File: config.mk
export PLATFORM = sky130hd
export DESIGN_NAME = modexpa7_bus_sequencer
export DESIGN_NICKNAME = d
export VERILOG_FILES = /design/src/rtl/modexpa7_bus_sequencer.sv
export SDC_FILE = /design/constraint.sdc
export NUM_CORES = 1
export LEC_CHECK = 0
export BUFFER_PORTS_ARGS = -buffer_cell sky130_fd_sc_hd__clkbuf_2
export CORE_MARGIN = 2
export CORE_UTILIZATION = 40
export DETAILED_ROUTE_END_ITERATION = 8
export HOLD_SLACK_MARGIN = 0.12
export MAX_ROUTING_LAYER = met4
export PLACE_DENSITY_LB_ADDON = 0.08
export SKIP_LAST_GASP = 1
export SYNTH_ARGS = -nofsm -noshare
export SYNTH_HDL_FRONTEND = slang
export SYNTH_SLANG_ARGS = --single-unit
File: constraint.sdc
create_clock -name clk -period 8.7 [get_ports clk]
set_input_delay 0.435 -clock clk [delete_from_list [all_inputs] [get_ports clk]]
set_output_delay 0.435 -clock clk [all_outputs]
set_load 0.02 [all_outputs]
File: src/rtl/modexpa7_bus_sequencer.sv
// Bus master that walks a modexpa7_wrapper through parameter setup, precompute,
// operand-bank copy and exponentiation; host accesses pass straight through when idle.
module modexpa7_bus_sequencer #(
  parameter int OPERAND_ADDR_WIDTH = 7,
  parameter int POLL_GAP           = 4,
  parameter int TIMEOUT_CYCLES     = 1000000
) (
  input  logic                          clk,
  input  logic                          rst,
  input  logic                          cmd_valid,
  output logic                          cmd_ready,
  input  logic [OPERAND_ADDR_WIDTH+5:0] cmd_modulus_bits,
  input  logic [OPERAND_ADDR_WIDTH+5:0] cmd_exponent_bits,
  input  logic [31:0]                   cmd_mode,
  input  logic                          cmd_skip_init,
  output logic                          busy,
  output logic                          done,
  output logic                          error,
  output logic [1:0]                    err_code,
  input  logic                          host_cs,
  input  logic                          host_we,
  input  logic [OPERAND_ADDR_WIDTH+3:0] host_addr,
  input  logic [31:0]                   host_wr_data,
  output logic [31:0]                   host_rd_data,
  output logic                          host_blocked,
  output logic                          cs,
  output logic                          we,
  output logic [OPERAND_ADDR_WIDTH+3:0] address,
  output logic [31:0]                   write_data,
  input  logic [31:0]                   read_data
);
  localparam int AW = OPERAND_ADDR_WIDTH;
  localparam int LW = AW + 6;
  localparam int BW = AW + 4;
  localparam int GW = (POLL_GAP > 1) ? $clog2(POLL_GAP) : 1;
  localparam int TW = $clog2(TIMEOUT_CYCLES + 1);
  localparam logic [LW:0] MAX_BITS = (LW+1)'(32) << AW;

  localparam logic [4:0] ST_IDLE = 5'd0, ST_W_EBITS = 5'd1, ST_W_MBITS = 5'd2, ST_W_MODE = 5'd3;
  localparam logic [4:0] ST_CLR_INIT = 5'd4, ST_SET_INIT = 5'd5, ST_P_RD = 5'd6, ST_P_CAP = 5'd7;
  localparam logic [4:0] ST_P_GAP = 5'd8, ST_RD_C = 5'd9, ST_CAP_C = 5'd10, ST_WR_C = 5'd11;
  localparam logic [4:0] ST_RD_F = 5'd12, ST_CAP_F = 5'd13, ST_WR_F = 5'd14, ST_CLR_NEXT = 5'd15;
  localparam logic [4:0] ST_SET_NEXT = 5'd16, ST_TO_CLR = 5'd17, ST_ERR = 5'd18, ST_DONE = 5'd19;

  logic [4:0]    state_q, state_d;
  logic [LW-1:0] mbits_q, mbits_d, ebits_q, ebits_d;
  logic [31:0]   mode_q, mode_d, data_q, data_d;
  logic          skip_q, skip_d, poll_vld_q, poll_vld_d;
  logic [AW:0]   nw_q, nw_d, word_q, word_d;
  logic [GW-1:0] gap_q, gap_d;
  logic [TW-1:0] tmo_q, tmo_d;
  logic [1:0]    err_code_q, err_code_d;
  logic          bus_cs_q, bus_cs_d, bus_we_q, bus_we_d;
  logic [BW-1:0] bus_addr_q, bus_addr_d;
  logic [31:0]   bus_wdata_q, bus_wdata_d;
  logic          idle, len_bad, status_bit, in_poll;

  function automatic logic [BW-1:0] reg_addr(input logic [7:0] r);
    return {1'b0, (AW+3)'(r)};
  endfunction

  function automatic logic [BW-1:0] bank_addr(input logic [2:0] b, input logic [AW:0] w);
    return {1'b1, b, w[AW-1:0]};
  endfunction

  assign idle       = (state_q == ST_IDLE);
  assign status_bit = poll_vld_q ? read_data[1] : read_data[0];
  assign in_poll    = (state_q == ST_P_RD) || (state_q == ST_P_CAP) || (state_q == ST_P_GAP);
  assign len_bad    = (cmd_modulus_bits == '0) || (cmd_exponent_bits == '0) ||
                      ({1'b0, cmd_modulus_bits} > MAX_BITS) || ({1'b0, cmd_exponent_bits} > MAX_BITS);

  always_comb begin
    state_d = state_q;  mbits_d = mbits_q;  ebits_d = ebits_q;  mode_d = mode_q;
    skip_d = skip_q;    nw_d = nw_q;        word_d = word_q;    data_d = data_q;
    gap_d = gap_q;      poll_vld_d = poll_vld_q;  err_code_d = err_code_q;
    tmo_d = in_poll ? tmo_q + TW'(1) : tmo_q;
    case (state_q)
      ST_IDLE: if (cmd_valid) begin
        mbits_d = cmd_modulus_bits;  ebits_d = cmd_exponent_bits;
        mode_d  = cmd_mode;          skip_d  = cmd_skip_init;
        nw_d    = (AW+1)'(({1'b0, cmd_modulus_bits} + (LW+1)'(31)) >> 5);
        err_code_d = len_bad ? 2'b01 : 2'b00;
        state_d    = len_bad ? ST_ERR : ST_W_EBITS;
      end
      ST_W_EBITS:  state_d = ST_W_MBITS;
      ST_W_MBITS:  state_d = ST_W_MODE;
      ST_W_MODE:   state_d = skip_q ? ST_CLR_NEXT : ST_CLR_INIT;
      ST_CLR_INIT: state_d = ST_SET_INIT;
      ST_SET_INIT: begin state_d = ST_P_RD; tmo_d = '0; poll_vld_d = 1'b0; end
      ST_P_RD:     state_d = ST_P_CAP;
      ST_P_CAP: begin
        if (status_bit) begin
          state_d = poll_vld_q ? ST_DONE : ST_RD_C;
          word_d  = '0;
        end else if (POLL_GAP == 0) begin
          state_d = ST_P_RD;
        end else begin
          state_d = ST_P_GAP;
          gap_d   = '0;
        end
      end
      ST_P_GAP: begin
        gap_d = gap_q + GW'(1);
        if (gap_q == GW'(POLL_GAP - 1)) state_d = ST_P_RD;
      end
      ST_RD_C:  state_d = ST_CAP_C;
      ST_CAP_C: begin data_d = read_data; state_d = ST_WR_C; end
      ST_WR_C:  state_d = ST_RD_F;
      ST_RD_F:  state_d = ST_CAP_F;
      ST_CAP_F: begin data_d = read_data; state_d = ST_WR_F; end
      // Terminal compare on nw-1 lets the full-depth bank finish without the counter wrapping.
      ST_WR_F: begin
        if (word_q == nw_q - (AW+1)'(1)) state_d = ST_CLR_NEXT;
        else begin word_d = word_q + (AW+1)'(1); state_d = ST_RD_C; end
      end
      ST_CLR_NEXT: state_d = ST_SET_NEXT;
      ST_SET_NEXT: begin state_d = ST_P_RD; tmo_d = '0; poll_vld_d = 1'b1; end
      ST_TO_CLR:   begin state_d = ST_ERR; err_code_d = 2'b10; end
      default:     state_d = ST_IDLE;
    endcase
    if (in_poll && !(state_q == ST_P_CAP && status_bit) && tmo_q >= TW'(TIMEOUT_CYCLES - 1))
      state_d = ST_TO_CLR;
  end

  // Bus registers are loaded from the next state so the access lines up with the state that owns it.
  always_comb begin
    bus_cs_d = 1'b0;  bus_we_d = 1'b0;  bus_addr_d = '0;  bus_wdata_d = '0;
    case (state_d)
      ST_W_EBITS:  begin bus_cs_d = 1'b1; bus_we_d = 1'b1; bus_addr_d = reg_addr(8'h12); bus_wdata_d = 32'(ebits_d); end
      ST_W_MBITS:  begin bus_cs_d = 1'b1; bus_we_d = 1'b1; bus_addr_d = reg_addr(8'h11); bus_wdata_d = 32'(mbits_d); end
      ST_W_MODE:   begin bus_cs_d = 1'b1; bus_we_d = 1'b1; bus_addr_d = reg_addr(8'h10); bus_wdata_d = mode_d; end
      ST_CLR_INIT, ST_CLR_NEXT, ST_TO_CLR:
                   begin bus_cs_d = 1'b1; bus_we_d = 1'b1; bus_addr_d = reg_addr(8'h08); end
      ST_SET_INIT: begin bus_cs_d = 1'b1; bus_we_d = 1'b1; bus_addr_d = reg_addr(8'h08); bus_wdata_d = 32'd1; end
      ST_SET_NEXT: begin bus_cs_d = 1'b1; bus_we_d = 1'b1; bus_addr_d = reg_addr(8'h08); bus_wdata_d = 32'd2; end
      ST_P_RD:     begin bus_cs_d = 1'b1; bus_addr_d = reg_addr(8'h09); end
      ST_RD_C:     begin bus_cs_d = 1'b1; bus_addr_d = bank_addr(3'b100, word_d); end
      ST_RD_F:     begin bus_cs_d = 1'b1; bus_addr_d = bank_addr(3'b110, word_d); end
      ST_WR_C:     begin bus_cs_d = 1'b1; bus_we_d = 1'b1; bus_addr_d = bank_addr(3'b101, word_d); bus_wdata_d = data_d; end
      ST_WR_F:     begin bus_cs_d = 1'b1; bus_we_d = 1'b1; bus_addr_d = bank_addr(3'b111, word_d); bus_wdata_d = data_d; end
      default:     bus_cs_d = 1'b0;
    endcase
  end

  always_ff @(posedge clk or posedge rst) begin
    if (rst) begin
      state_q <= ST_IDLE;  mbits_q <= '0;  ebits_q <= '0;  mode_q <= '0;
      skip_q <= 1'b0;      nw_q <= '0;     word_q <= '0;    data_q <= '0;
      gap_q <= '0;         tmo_q <= '0;    poll_vld_q <= 1'b0;  err_code_q <= '0;
      bus_cs_q <= 1'b0;    bus_we_q <= 1'b0;  bus_addr_q <= '0;  bus_wdata_q <= '0;
    end else begin
      state_q <= state_d;  mbits_q <= mbits_d;  ebits_q <= ebits_d;  mode_q <= mode_d;
      skip_q <= skip_d;    nw_q <= nw_d;        word_q <= word_d;    data_q <= data_d;
      gap_q <= gap_d;      tmo_q <= tmo_d;      poll_vld_q <= poll_vld_d;  err_code_q <= err_code_d;
      bus_cs_q <= bus_cs_d;  bus_we_q <= bus_we_d;  bus_addr_q <= bus_addr_d;  bus_wdata_q <= bus_wdata_d;
    end
  end

  assign cmd_ready    = idle;
  assign busy         = !idle;
  assign done         = (state_q == ST_DONE);
  assign error        = (state_q == ST_ERR);
  assign err_code     = err_code_q;
  assign host_blocked = !idle && host_cs;
  assign host_rd_data = idle ? read_data : 32'd0;
  assign cs           = idle ? host_cs : bus_cs_q;
  assign we           = idle ? host_we : bus_we_q;
  assign address      = idle ? host_addr : bus_addr_q;
  assign write_data   = idle ? host_wr_data : bus_wdata_q;
endmodule
; ---- Word-level counts from Yosys, hierarchy flattened
; Cells that the tools add are included.
; W data, S select, Z words.
[totals]
register_bits = 182
output_inout_bits = 84
inputBits = 139
[op_classes]
n_addsub = 5
n_mux = 37
reduce_logical = 29
eq_ne = 38
order_cmp = 3
[ops]
columns = cell, count
row1 = $pmux W32 S6, 1
row2 = $mux W32, 5
row3 = $pmux W11 S9, 1
row4 = $pmux W5 S17, 1
row5 = $eq A5 B4 Y1 const B, 13
row6 = $mux W13, 4
row7 = $mux W20, 2
row8 = $eq A5 B3 Y1 const B, 7
row9 = $eq A5 B5 Y1 const B, 6
row10 = $mux W5, 6
row11 = $gt A13 B13 Y1 const B, 2
row12 = $logic_not A13 Y1, 2
row13 = $add A20 B1 Y20 const B, 1
row14 = $eq A5 B2 Y1 const B, 4
row15 = $ge A20 B20 Y1 const B, 1
row16 = $mux W8, 2
row17 = $pmux W8 S2, 1
row18 = $add A13 B5 Y13 const B, 1
row19 = $reduce_or A13 Y1, 1
row20 = $mux W11, 1
row21 = $eq A5 B1 Y1 const B, 2
row22 = $reduce_bool A2 Y1, 5
row23 = $reduce_or A10 Y1, 1
row24 = $add A8 B1 Y8 const B, 1
row25 = other kinds (19), 41

; ---- Logic depth before layout (Yosys ltp)
[depth]
word_depth = 11
depth_mapped = 10

; ---- Least setup slack after synthesis
; No wires, ideal clock.
[synth_path]
path_kind = reg-to-reg
from = register state_q[0]
to = register bus_addr_q[0]
stages_incl_launch_ff = 9
setup_time_ps = 133
setup_slack_ps = 6115
required_ps = 8567
path_buffers = 1
arrival_time_ps = 2451
path_cell_list = dfrtp_1 buf_2 or4b_4 a21o_1 or4b_4 o21bai_4 a21oi_2 a22oi_4 o221ai_2
[synth_via]
elab_chain_cells = 9
[synth_rtl]
columns = element, line_no
row1 = from (decl), 45  ; logic [4:0] state_q, state_d;
row2 = from (signal assigned), 152  ; state_q <= state_d; mbits_q <= mbits_d; ebits_q <= ebits_d; mode_q <= mode_d;
row3 = branches (longest 8 deep; another with $pmux W5 S17), -
row4 = $pmux W11 S9 *, 128  ; case (state_d)
row5 = via bus_addr_d[0], 54  ; logic [BW-1:0] bus_addr_q, bus_addr_d;
row6 = to (signal assigned), 155  ; bus_cs_q <= bus_cs_d; bus_we_q <= bus_we_d; bus_addr_q <= bus_addr_d; bus_wdata_q <= bus_wdata_d;
row7 = to (decl), 54
; Mark *: on every way through the listed nets, which the timed path passes.
; A chain may end at the register's enable or synchronous reset.

; ---- Worst setup path after layout
[layout_path]
from = register state_q[3]
to = register bus_we_q
[layout_via]
elab_chain_cells = 9
[layout_rtl]
columns = element, line_no
row1 = branches (longest 5 deep; another with $pmux W5 S17), -
row2 = $mux W5 *, 121  ; if (in_poll && !(state_q == ST_P_CAP && status_bit) && tmo_q >= TW'(TIMEOUT_CYCLES - 1))
row3 = "$eq A5 B4 Y1, or another cell as far along", 128
row4 = $reduce_or A10 Y1 (no line) *, -
row5 = $mux W1 *, 128
row6 = via bus_we_d, 53  ; logic bus_cs_q, bus_cs_d, bus_we_q, bus_we_d;
row7 = to (signal assigned), 155
row8 = to (decl), 53
; Marks and branches as above.

==> results.toml <==
[cells_and_area]
num_antenna_cells = 0
area_growth_pct = 26.11
layout.nets = 1244
drive_gt1_frac = 0.2561

[critical_path]
required_ns = 8.98
crit_path_start_kind = "flop"
critPathCaptureType = "flop"
crit_path_top_delay_cell = "nand2_2"
path_cells = "nor3_1 -> nand3_2 -> inv_2 -> buf_4 -> nand2_2 -> a21oi_1 -> and3b_1 -> mux2i_1 -> o2111ai_1"
crit_fanout = 71
path_class = "flop to flop"
ff2ff_path_depth = 9
cpPeakStageDelay_ns = 0.81
crit_arrival_ns = 5.12

[placed_design]
portBuffers = 222
dp_hpwl_um = 15260
gp_congestion = 0.9549

[sta]
min_period_ns = 4.846
slew_viol_final = 0
worst_pin_slew_ns = 1.166
timing.fmax_ghz = 0.2064
fin_hold_ws_ns = 0.2023
min_period_over_period = 0.5570
setup_violations = 0
rsz0062_at_grt = "no"
slew_headroom = 0.2202
finClkSkew_ns = 0.009379
tns_ns = 0
hold_viol = 0

[clock_network]
root_buffer = "clkbuf_16"
path_clk_slew_ns = 0.06
cts-htree-levels = 4
cts_sinks = 136
cts_tree = "yes"
insertion_delay_ns = 0.42
clock_path_buffers = 2
cts_buffers = 17

[yosys]
syn_inst = 905
ys_types = 57
synthArstFlopShare = 1.000
yosysTopAreaCell = "dfrtp_1"
yosys_most_used_dff = "dfrtp_1"
yosysWarnings = 0
syn_nets = 1048
synth_edf_count = 0
synth_top_cell_area_share = 0.4609
ys_seq_area_frac = 0.4609
avgSynthCellArea_um2 = 8.158
syn_area_um2 = 7383
ys_ff_latch = 136
synthTopCellsByArea = "dfrtp_1 46%, nand2_1 17%, and2_1 3.5%"

[route]
wl_um = 20960
via_per_inst = 5.084
ant_nets = 0
drc_errors = 0
drtIter0Drc = 346
wl_per_cell_um = 15.62
firstDrtPassIters = 5
vias = 6823

[grt]
grt_pass1_wl_um = 33870
antenna_found_initial = 0
grt_max_degree = 76
overflow = 0
grt_pass1_vias = 6483
grt_use_total = 0.2237

[hold_path]
hp-class = "input port to flop"
whs_path_depth = 3

[power_and_ir_drop]
cellPowerDensity_nw_per_um2 = 362.0
leakage_nw = 4.900
ir_worst_vdd_mv = 0.1719

[run]
cap_viol_max_count = 0

[die]
die_area_um2 = 19560
placementRows = 49
core_um2 = 18020
die_y_um = 139.9
start_util = 0.4096
io-pin-count = 223
die-width_um = 139.9

[run_status]
outcome = "complete, no violations"
[flip-flops by register name (all words and copies together), names as in the netlist]
signal	flops
poll_vld_q	1
nw_q	8
bus_cs_q	1
err_code	2
state_q	5
gap_q	2
mode_q	32
bus_we_q	1
skip_q	1
word_q	8
bus_addr_q	10
mbits_q	13
tmo_q	20
bus_wdata_q	32
[power by group]
group	internal (mW)	switching, mW	total (mW)	leakage (nW)
combinational	0.537	0.995	1.53	2.82
clock	0.510	0.283	0.793	0.306
sequential	0.862	0.184	1.05	1.77
[layer usage]
metal,track usage,wire (um),vias up
met5,-,0,-
met1,0.3015,9895,3172
li1,-,-,3449
met2,0.3425,9765,176
met3,0.03613,859,26
met4,0.08158,439,0
[through the flow]
step | instances | util | cell area [um^2] | power, mW | setup slack, ns
floorplan | 905 | - | 7383 | 2.124 | 4.626
global placement | 1310 | 0.4801 | 8655 | 2.581 | 3.941
finish | 1342 | 0.5166 | 9311 | 3.371 | 3.854
detailed placement | 1310 | 0.4801 | 8655 | 2.598 | 3.773
CTS | 1342 | 0.5166 | 9311 | 3.402 | 3.731
global route | 1342 | 0.5166 | 9311 | 3.630 | 3.211
[layout make-up]
| class | instances | area, um^2 |
|---|---|---|
| inverters | 16 | 65.06 |
| clock inverters | 14 | 221.5 |
| flip-flops and latches | 136 | 3403 |
| repair buffers | 232 | 1189 |
| multi-input cells | 698 | 3721 |
| clock buffers | 17 | 425.4 |
| fillers | 1784 | 8713 |
| well taps | 229 | 286.5 |
[synth_stat cells (4+ instances only)]
master and number:
and3_1 12, buf_1 6, nor2_1 38, nand2_1 331, nand3_1 17, or3_1 6
xnor2_1 8, nor3b_1 4, xor2_1 24, or2_2 4, ha_1 4, a22o_1 20
dfrtp_1 136, nand3b_1 4, nor3_1 7, clkbuf_1 48, o211ai_1 18, a21oi_1 19
inv_1 13, o21ai_0 27, nand4_1 29, and2_1 41, nand2b_1 8, nor2b_1 8
nor4_1 7, a31oi_1 4, a22oi_1 15
[worst paths after layout]
path / slack (ns) / to / startpoint
worst max register to register: 3.85 / bus_we_q$_DFF_PP0_ / state_q[3]$_DFF_PP0_
max in group asynchronous: 6.70 / bus_addr_q[8]$_DFF_PP0_ / rst
worst max-delay path: 3.85 / bus_we_q$_DFF_PP0_ / state_q[3]$_DFF_PP0_
min in group asynchronous: 0.62 / mode_q[7]$_DFF_PP0_ / rst
worst min register to register: 0.48 / mbits_q[1]$_DFF_PP0_ / mbits_q[1]$_DFF_PP0_
worst min-delay path: 0.20 / mode_q[3]$_DFF_PP0_ / cmd_mode[3]
[worst max-delay path: cells and delay by family (launching register included)]
kind,cells,cell delay (ns)
muxes,1,0.19
DFF,1,0.61
buffers and inverters,2,1.00
AOI/OAI and AO/OA,2,0.59
and+or+nand+nor,4,2.26
[cells in the final DEF (no fill, tap or decap), drive strengths merged, types with 8 or more instances in the layout]
master  Yosys  routed
xor2       24      24
o211ai     18      18
a21oi      21      21
nor2b       8       8
nand4      29      29
nor2       38      38
and2       41      41
clkbuf     48     239
a22oi      16      16
and3       12      12
o21ai      30      30
dfrtp     136     136
nand2     331     331
nand2b      8       8
inv        13      17
buf         7       9
xnor2       8       8
nand3      17      17
a22o       20      20
[cell families after synthesis]
kind of cell             synth area share
buffers and inverters             0.03626
AND/OR/NAND/NOR                    0.3274
adder cells (fa/ha/maj)          0.006779
flip-flops                         0.4609
XOR/XNOR                          0.03796
AO/OA/AOI/OAI                      0.1235
multiplexers                     0.007117
[repair_timing]
| item | in CTS | in global routing |
|---|---|---|
| buffers inserted | 0 | 0 |
| hold buffers | 1 | 0 |
| hold endpoints to repair | 61 | 0 |
| resized for setup | 0 | 0 |
No activity file was read; power rests on OpenSTA's default activity.
